$ cat config.mk
export PLATFORM = sky130hd
export DESIGN_NAME = freq_gen
export DESIGN_NICKNAME = d
export VERILOG_FILES = /design/src/rtl/freq_pkg.sv /design/src/rtl/seq_divider.sv /design/src/rtl/freq_gen.sv
export SDC_FILE = /design/constraint.sdc
export NUM_CORES = 1
export LEC_CHECK = 0
export ABC_AREA = 1
export CAP_MARGIN = 15
export CORE_UTILIZATION = 30
export CTS_BUF_LIST = sky130_fd_sc_hd__clkbuf_2
export CTS_CLUSTER_SIZE = 30
export DETAILED_ROUTE_END_ITERATION = 10
export GPL_ROUTABILITY_DRIVEN = 1
export SYNTH_ARGS = -nofsm -noshare
export SYNTH_HDL_FRONTEND = slang
export SYNTH_SLANG_ARGS = --single-unit
$ cat constraint.sdc
create_clock -name clk -period 7.1 [get_ports clk]
set_clock_uncertainty 0.1 [all_clocks]
set_input_delay 1.42 -clock clk [delete_from_list [all_inputs] [get_ports clk]]
set_output_delay 1.42 -clock clk [all_outputs]
set_load 0.01 [all_outputs]
$ cat src/rtl/freq_pkg.sv
// Shared definitions for the frequency generator and the frequency meter:
// controller states, BCD digit count and the frequency word width.
package freq_pkg;

  typedef enum logic [2:0] {IDLE, CONV, SCALE, DIV, RUN} state_t;

  localparam int BCD_DIGITS = 4;
  localparam int F_W        = 17;
  localparam int MAX_BCD    = 9;
  localparam int RANGE_MULT = 10;

  // One decimal accumulate step: acc*10 + digit.
  function automatic logic [F_W-1:0] bcd_mac(input logic [F_W-1:0] acc,
                                             input logic [3:0]     digit);
    return acc * F_W'(10) + F_W'(digit);
  endfunction

endpackage

$ cat src/rtl/seq_divider.sv
// Restoring unsigned divider, one quotient bit per clock.
// The start edge already resolves the first (most significant) bit, so the
// full quotient is available DIV_W-1 cycles after start and done pulses then.
module seq_divider #(
  parameter int DIV_W = 9,
  parameter int F_W   = 17
) (
  input  logic             clk,
  input  logic             reset,
  input  logic             start,
  input  logic [DIV_W-1:0] dividend,
  input  logic [F_W-1:0]   divisor,
  output logic [DIV_W-1:0] quotient,
  output logic             done
);

  localparam int CNT_W = $clog2(DIV_W + 1);

  logic [F_W-1:0]   rem, src_rem, dsr, src_dsr, next_rem;
  logic [DIV_W-1:0] dvd, src_dvd, src_quo;
  logic [F_W:0]     trial, diff;
  logic             fits;
  logic [CNT_W-1:0] steps;

  // Select fresh operands on start, otherwise continue from the held state.
  always_comb begin
    src_rem  = start ? '0 : rem;
    src_dvd  = start ? dividend : dvd;
    src_dsr  = start ? divisor : dsr;
    src_quo  = start ? '0 : quotient;
    trial    = {src_rem, src_dvd[DIV_W-1]};
    diff     = trial - {1'b0, src_dsr};
    fits     = trial >= {1'b0, src_dsr};
    next_rem = fits ? diff[F_W-1:0] : trial[F_W-1:0];
  end

  // Datapath: shift in one quotient bit per active cycle.
  always_ff @(posedge clk) begin
    if (start || steps != '0) begin
      rem      <= next_rem;
      dvd      <= src_dvd << 1;
      dsr      <= src_dsr;
      quotient <= {src_quo[DIV_W-2:0], fits};
    end
  end

  // Step counter and completion pulse.
  always_ff @(posedge clk or posedge reset) begin
    if (reset) begin
      steps <= '0;
      done  <= 1'b0;
    end else if (start) begin
      steps <= CNT_W'(DIV_W - 1);
      done  <= 1'b0;
    end else if (steps != '0) begin
      steps <= steps - 1'b1;
      done  <= (steps == CNT_W'(1));
    end else begin
      done  <= 1'b0;
    end
  end

endmodule

$ cat src/rtl/freq_gen.sv
// Programmable square-wave generator driven by a 4-digit BCD frequency.
// Half-period = (CLK_FREQ/2) / f, computed by BCD conversion, range scaling
// and a sequential divide. A new half-period posted while running is held
// back until the next toggle so no runt level is produced.
// Optional macro FREQ_GEN_TICK_EN adds a one-cycle tick on every rising edge
// of signal.
module freq_gen
  import freq_pkg::*;
#(
  parameter int CLK_FREQ = 100_000_000
) (
  input  logic        clk,
  input  logic        reset,
  input  logic        load,
  input  logic [15:0] freq_bcd,
  input  logic        range,
  output logic        signal,
  output logic        busy,
  output logic        err
`ifdef FREQ_GEN_TICK_EN
  ,
  output logic        tick
`endif
);

  localparam int DIV_W = $clog2(CLK_FREQ / 2 + 1);
  localparam logic [DIV_W-1:0] DIVIDEND = DIV_W'(CLK_FREQ / 2);

  state_t           state, state_nxt;
  logic [15:0]      bcd_sh;
  logic             range_r;
  logic [1:0]       idx;
  logic [F_W-1:0]   acc, f_scaled;
  logic [3:0]       digit;
  logic             digit_bad, accept, div_start, div_done, post_ok, fail, toggle;
  logic [DIV_W-1:0] quo, half, cnt, pending;
  logic             wave_on, pend_vld;

  assign digit     = bcd_sh[15:12];
  assign digit_bad = digit > 4'(MAX_BCD);
  assign busy      = (state == CONV) || (state == SCALE) || (state == DIV);
  assign accept    = load && !busy;
  assign f_scaled  = range_r ? acc * F_W'(RANGE_MULT) : acc;
  assign div_start = (state == SCALE) && (f_scaled != '0);
  assign post_ok   = (state == DIV) && div_done && (quo != '0);
  assign fail      = ((state == CONV) && digit_bad) ||
                     ((state == SCALE) && (f_scaled == '0)) ||
                     ((state == DIV) && div_done && (quo == '0));
  assign toggle    = wave_on && (cnt == half - 1'b1);

  seq_divider #(.DIV_W(DIV_W), .F_W(F_W)) u_div (
    .clk      (clk),
    .reset    (reset),
    .start    (div_start),
    .dividend (DIVIDEND),
    .divisor  (f_scaled),
    .quotient (quo),
    .done     (div_done)
  );

  // State register.
  always_ff @(posedge clk or posedge reset) begin
    if (reset) state <= IDLE;
    else       state <= state_nxt;
  end

  // Next-state logic: conversion, scaling, divide, then run or abort.
  always_comb begin
    state_nxt = state;
    case (state)
      IDLE, RUN: if (accept) state_nxt = CONV;
      CONV: begin
        if (digit_bad)                          state_nxt = IDLE;
        else if (idx == 2'(BCD_DIGITS - 1))     state_nxt = SCALE;
      end
      SCALE:     state_nxt = (f_scaled == '0) ? IDLE : DIV;
      DIV:       if (div_done) state_nxt = (quo == '0) ? IDLE : RUN;
      default:   state_nxt = IDLE;
    endcase
  end

  // Operand capture and MSD-first BCD accumulation.
  always_ff @(posedge clk) begin
    if (accept) begin
      bcd_sh  <= freq_bcd;
      range_r <= range;
      acc     <= '0;
    end else if (state == CONV) begin
      bcd_sh  <= {bcd_sh[11:0], 4'h0};
      acc     <= bcd_mac(acc, digit);
    end
    if (post_ok && wave_on && !toggle) pending <= quo;
  end

  // Error flag, digit index, waveform counter and result posting.
  always_ff @(posedge clk or posedge reset) begin
    if (reset) begin
      err      <= 1'b0;
      idx      <= '0;
      wave_on  <= 1'b0;
      pend_vld <= 1'b0;
      half     <= '0;
      cnt      <= '0;
      signal   <= 1'b0;
`ifdef FREQ_GEN_TICK_EN
      tick     <= 1'b0;
`endif
    end else begin
`ifdef FREQ_GEN_TICK_EN
      tick <= 1'b0;
`endif
      if (accept) begin
        err <= 1'b0;
        idx <= '0;
      end else if (state == CONV) begin
        idx <= idx + 1'b1;
      end
      if (wave_on) begin
        if (toggle) begin
          signal   <= ~signal;
          cnt      <= '0;
          pend_vld <= 1'b0;
          if (post_ok)       half <= quo;
          else if (pend_vld) half <= pending;
`ifdef FREQ_GEN_TICK_EN
          tick     <= ~signal;
`endif
        end else begin
          cnt <= cnt + 1'b1;
        end
      end
      if (fail) begin
        err      <= 1'b1;
        wave_on  <= 1'b0;
        pend_vld <= 1'b0;
        signal   <= 1'b0;
        cnt      <= '0;
`ifdef FREQ_GEN_TICK_EN
        tick     <= 1'b0;
`endif
      end else if (post_ok) begin
        if (!wave_on) begin
          half    <= quo;
          wave_on <= 1'b1;
          signal  <= 1'b1;
          cnt     <= '0;
`ifdef FREQ_GEN_TICK_EN
          tick    <= 1'b1;
`endif
        end else if (!toggle) begin
          pend_vld <= 1'b1;
        end
      end
    end
  end

endmodule
After elaboration in Yosys (flattened, before gate mapping):

Index checks and enable logic that the tools add are counted.

* multipliers: 1
* shift operators: 0
* eq/ne operators: 10
* $add $sub $neg: 6
* div/mod/pow operators: 0
* magnitude comparators: 2
* bitwise logic cells: 1
* muxes and demuxes: 47
* reductions and logical operators: 29

Operator list (number)
* $mux 26: 13
* $mux 17: 4
* $mux 16: 2
* $add 26x1->26 const B: 1
* $eq 26x26->1: 1
* $logic_not 26->1: 1
* $reduce_bool 26->1: 1
* $sub 26x1->26 const B: 1
* $ge 18x17->1: 1
* $add 17x4->17: 1
* $logic_not 17->1: 1
* $mul 17x3->16 const B: 1
* $mux 1: 17
* $reduce_bool 17->1: 1
* $sub 17x17->17: 1
* $mux 3: 5
* $pmux 3 s4: 1
* $logic_and 1x1->1: 10
* $mux 5: 2
* $reduce_bool 2->1: 4
* $eq 3x2->1 const B: 2
* $mux 2: 3
* $eq 5x1->1 const B: 1
* $logic_or 1x1->1: 5
* 15 further kinds: 16

* output and inout port bits: 3
* flip-flop bits (word level): 205
* RAM bits: 0
* memories: 0
* latch bits: 0
* logic and storage cells: 115
* bits in read-only memories: 0
* input port bits: 20

Longest topological paths before layout:

* depth in word-level cells: 9
* depth in mapped cells: 35
* gate-level depth less buffers: 32

By module:

Synthesis repeated with hierarchy kept, for this count alone.

* cells, all modules: 1907
* area, all modules: 14039.7 um^2

Modules (own cells, without submodules)
* freq_gen: cells an instance 1284, area each 8803.4 um^2, instances 1, sequential area each 3158.0 um^2
* seq_divider: cells an instance 623, area each 5236.3 um^2, instances 1, sequential area each 2702.6 um^2

Least setup slack after synthesis:

Ideal clock, no wire load.

* kind: flip-flop to flip-flop
* from: reg acc[1]
* to: reg u_div.rem[13], data pin
* path buffers: 3
* clock period less this slack: 4.963 ns
* setup slack: 2.137 ns
* stages on the path, launching flop included: 34
* arrival time: 4.610 ns
* cell sequence: dfxtp_1 ha_1 ha_1 inv_1 fa_1 inv_1 nand2_1 nand2_1 nand4_1 nand2_1 nand2_1 nand3_1 nand3_1 nand2_1 nor2_2 nand2_2 nand2_2 buf_4 buf_6 o21ai_0 ha_1 inv_1 fa_1 nand3_1 nand2_1 a31oi_1 o21ai_1 nand3_1 nand2_1 a21oi_2 nand2_2 buf_6 nand2_1 nand2_1

* cells in the longest elaborated chain, start to end: 7
* elaborated cells between the ends (all ways): 10
* classes of those cells: 1 x add/sub; 1 x mul; 1 x order compare; 5 x mux; 2 x reduce/logical

Ends and longest elaborated chain
* start, declared: line freq_gen.sv:33 `logic [F_W-1:0] acc, f_scaled;`
* start signal, assigned: line freq_gen.sv:90 `acc <= bcd_mac(acc, digit);`
* $mul 17x3->16: line freq_gen.sv:43 `assign f_scaled = range_r ? acc * F_W'(RANGE_MULT) : acc;`
* $mux 17 *: line freq_gen.sv:43
* $reduce_bool 17->1 *: line freq_gen.sv:44 `assign div_start = (state == SCALE) && (f_scaled != '0);`
* $logic_and 1x1->1 *: line freq_gen.sv:44
* $mux 17 *: line seq_divider.sv:29 `src_dsr = start ? divisor : dsr;`
* via u_div.src_dsr[0]: line seq_divider.sv:19 `logic [F_W-1:0] rem, src_rem, dsr, src_dsr, next_rem;`
* $ge 18x17->1 *: line seq_divider.sv:33 `fits = trial >= {1'b0, src_dsr};`
* via u_div.fits: line seq_divider.sv:22 `logic fits;`
* $mux 17 *: line seq_divider.sv:34 `next_rem = fits ? diff[F_W-1:0] : trial[F_W-1:0];`
* via u_div.next_rem[13]: line seq_divider.sv:19
* end signal, assigned: line seq_divider.sv:40 `rem <= next_rem;`
* end, declared: line seq_divider.sv:19

The timed path passes the listed nets; every way through them passes the cells marked *.
A chain may end at the register's enable or synchronous reset.

Worst setup path in the final report:

* from: reg acc[1]
* to: reg u_div.rem[1], data pin

* cells in the longest elaborated chain, start to end: 7
* elaborated cells between the ends (all ways): 10
* classes of those cells: 1 x add/sub; 1 x mul; 1 x order compare; 5 x mux; 2 x reduce/logical

Ends and longest elaborated chain
* $mul 17x3->16: line freq_gen.sv:43
* $mux 17 *: line freq_gen.sv:43
* $reduce_bool 17->1: line freq_gen.sv:44
* $logic_and 1x1->1: line freq_gen.sv:44
* $mux 26 (tied with other cells): line seq_divider.sv:28 `src_dvd = start ? dividend : dvd;`
* $sub 17x17->17 / $ge 18x17->1 (equally long branches): line seq_divider.sv:32, seq_divider.sv:33
* $mux 17 *: line seq_divider.sv:34
* via u_div.next_rem[1]: line seq_divider.sv:19

Marks and branches as above.

==> metrics.txt <==
outcome complete, no violations; Hold Startpoint u_div.quotient[11]$_SDFFCE_PP0P_; Synth Warn # 0; gr usage total about 15%; highest clock rate approximately 160 MHz; CTS H-tree depth 2; IO Pins 23; # DRC 0; largest net degree at the start of global routing 79; Net Sw Power ~3.4 mW; share of synthesized cell area in and, or, nand and nor gates a little under a third; post_cts resized 0; sequential-to-total area share from yosys stat ~43%; commonest non-fill, non-tap cell in the layout nand2_1; Power, Total between 7 and 8 mW; Crit Path Max Fanout 35; antenna viol nets, final 0; top post-synthesis cells by area edfxtp_1, nand2_1, dfrtp_1; Vias/cell roughly 4.7; CTS Root Cell clkbuf_2; Pleak 7.03 nW; Post-CTS Setup Bufs 0; Seq pwr share between 20% and 30%; max incr delay on CP about 520 ps; leading cell types in the layout, fill and taps excluded nand2_1, inv_1, nor2_1, nand3_1, edfxtp_1; GPL Wtd Cong about 0.9; Yosys top cell area share 27.8%; GR Overflow Total 0; routed wire length 32100 um; die area about 0.044 mm2; Setup WS pre-CTS 1140 ps; initial core utilization between 30% and 40%; Clock Sink Count between 200 and 250; cells after synthesis approximately 1700; clk buf depth 3; slew of the pin with the lowest slew margin around 1200 ps; Hold Path Class reg -> reg; Rel. slew slack around a fifth; EDFF count, synth 121; Layout area overhead 9.65%; min setup slack post-route about 1000 ps; Power Density between 400 and 500 mW/mm2; CTS tree done; R2R Path Start acc[1]$_SDFFE_PP0N_; compound-cell area share of the yosys netlist under 10%; dominant cell type by area after synthesis edfxtp_1; worst r2r dst u_div.rem[1]$_DFFE_PP_; post-synthesis xor/xnor area fraction ~4.5%; Setup Crit Path Kind reg -> reg; peak supply drop approximately 0.16 mV; largest family of logic cells by synthesized area simple AND/OR/NAND/NOR gates; syn_area_per_cell 7.59 um2; number of buffers created by CTS 55; mux share of post-synthesis cell area less than 1%; Skew-Pair Late Insertion Delay roughly 900 ps; Max Transition Viols Final 0; Tcrit/Tclk final 85.4%; Req. time, crit path 7570 ps; fin cells 2392; hold buffers post-CTS 0; Placeable Area between 0.04 and 0.05 mm2; internal reg-to-reg setup slack 1040 ps; die width ~210 um; Final Hold Viols 0; DR iter-0 viols ~790; TNS Setup 0 ps; sw frac roughly 49%; Synth Area in Adders ~5.3%; ys flop type edfxtp_1; hpwl dp around 22000 um; post-synthesis register bit count 205; Cell variety after synth between 40 and 50; IO Port Bufs 22; Worst Reg-to-Reg Cells 31; end of the worst hold path pending[11]$_DFFE_PP_; CTS clk-pin slew, worst paths 110 ps; clock network power share about an eighth; placed cell count 2289; Internal about 3.6 mW; Comb pwr share 57.9%; final core utilization roughly a third; asr flop ratio synth between 30% and 40%; CP most frequent cell nand2_1; Mapped Nets ~1800; final number of setup-violating endpoints 0; Crit. End Element flip-flop; Worst path slowest cell inv_2; Hold Path Depth 0; WL per Instance 13.4 um; Syn Std Cell Area 0.0131 mm2; chip height roughly 210 um; Pre-antenna DRT Iters 5; Worst setup SP type flip-flop; nets about 1800; unrepaired setup endpoints after global routing false; Worst Path Arrival about 6500 ps; vias in the first global route approximately 11000; vias roughly 11000; number of cell rows 76; global-route wire length before repair 53500 um; initial antenna violation count 1; Period minus WS final ~6000 ps; max_cap viols 0; share of cells above drive strength 1 a little under a tenth
-- kinds of logic after synthesis --
| logic type | Yosys count |
|---|---|
| AND/OR/NAND/NOR | 973 |
| buffers and inverters | 288 |
| flip-flops | 205 |
| AO/OA/AOI/OAI | 139 |
| XOR/XNOR | 65 |
| adder cells (fa/ha/maj) | 54 |
| multiplexers | 1 |
-- cell type report --
class                           count  area (um2)
Clock inverter                     11        68.8
Clock buffer                       90         450
Inverter                          230         863
Antenna cell                        1        2.50
Timing Repair Buffer               38         360
Fill cell                        4579       28700
Multi-Input combinational cell   1232        6230
Sequential cell                   205        5650
Tap cell                          585         732
-- through the flow --
| step | hold WS [ps] | cell area (um2) |
|---|---|---|
| after CTS | 321 | 14300 |
| after global placement | 360 | 13800 |
| after global routing | 354 | 14400 |
| final | 323 | 14400 |
| after detailed placement | 362 | 13800 |
| after floorplan | 322 | 13100 |
-- Yosys cell counts (27+ instances only) --
cell type,number
a21oi_1,27
dfrtp_1,67
edfxtp_1,121
ha_1,51
inv_1,218
nand2_1,565
nand3_1,128
nand4_1,45
nor2_1,143
nor3_1,38
o21ai_0,83
xor2_1,41
-- worst max-delay path: cells and delay by family, from the launching register on --
kind                     cells  cell delay [ps]
flip-flops                   1              360
adder cells (fa/ha/maj)      4             1280
AO/OA/AOI/OAI                5              670
buffers and inverters        5             1420
AND/OR/NAND/NOR             17             1890
-- worst max-delay path by stage --
stage	from	to
2_1_floorplan	acc[1]$_SDFFE_PP0N_	u_div.rem[13]$_DFFE_PP_
3_3_place_gp	acc[1]$_SDFFE_PP0N_	u_div.rem[0]$_DFFE_PP_
3_5_place_dp	acc[1]$_SDFFE_PP0N_	u_div.rem[15]$_DFFE_PP_
4_1_cts	acc[1]$_SDFFE_PP0N_	u_div.rem[5]$_DFFE_PP_
5_1_grt	acc[1]$_SDFFE_PP0N_	u_div.rem[1]$_DFFE_PP_
6_report	acc[1]$_SDFFE_PP0N_	u_div.rem[1]$_DFFE_PP_
-- layer usage --
layer  wire length (um)  track usage (%)  vias to the layer above
met5                  0                0                        -
met4                863             5.32                        0
met3               1480             2.75                       75
met2              14900             24.8                      256
met1              14900             18.8                     5124
li1                   -                -                     5670
-- state kept, by name, indices dropped and copies added (netlist names), 2 cells and up --
| signal | flops |
|---|---|
| acc | 17 |
| cnt | 26 |
| u_div.steps | 5 |
| idx | 2 |
| bcd_sh | 16 |
| u_div.dsr | 17 |
| state | 3 |
| u_div.quotient | 26 |
| half | 26 |
| u_div.rem | 17 |
| pending | 26 |
| u_div.dvd | 18 |
-- power by group through the flow --
stage,clock network [mW],logic [mW],registers (mW)
2_1_floorplan,0,3.22,2.00
3_3_place_gp,0,3.92,2.07
3_5_place_dp,0,4.01,2.08
4_1_cts,0.931,4.03,2.06
5_1_grt,0.984,4.66,2.11
6_report,0.889,4.06,2.06
No activity file was read; power rests on OpenSTA's default activity.
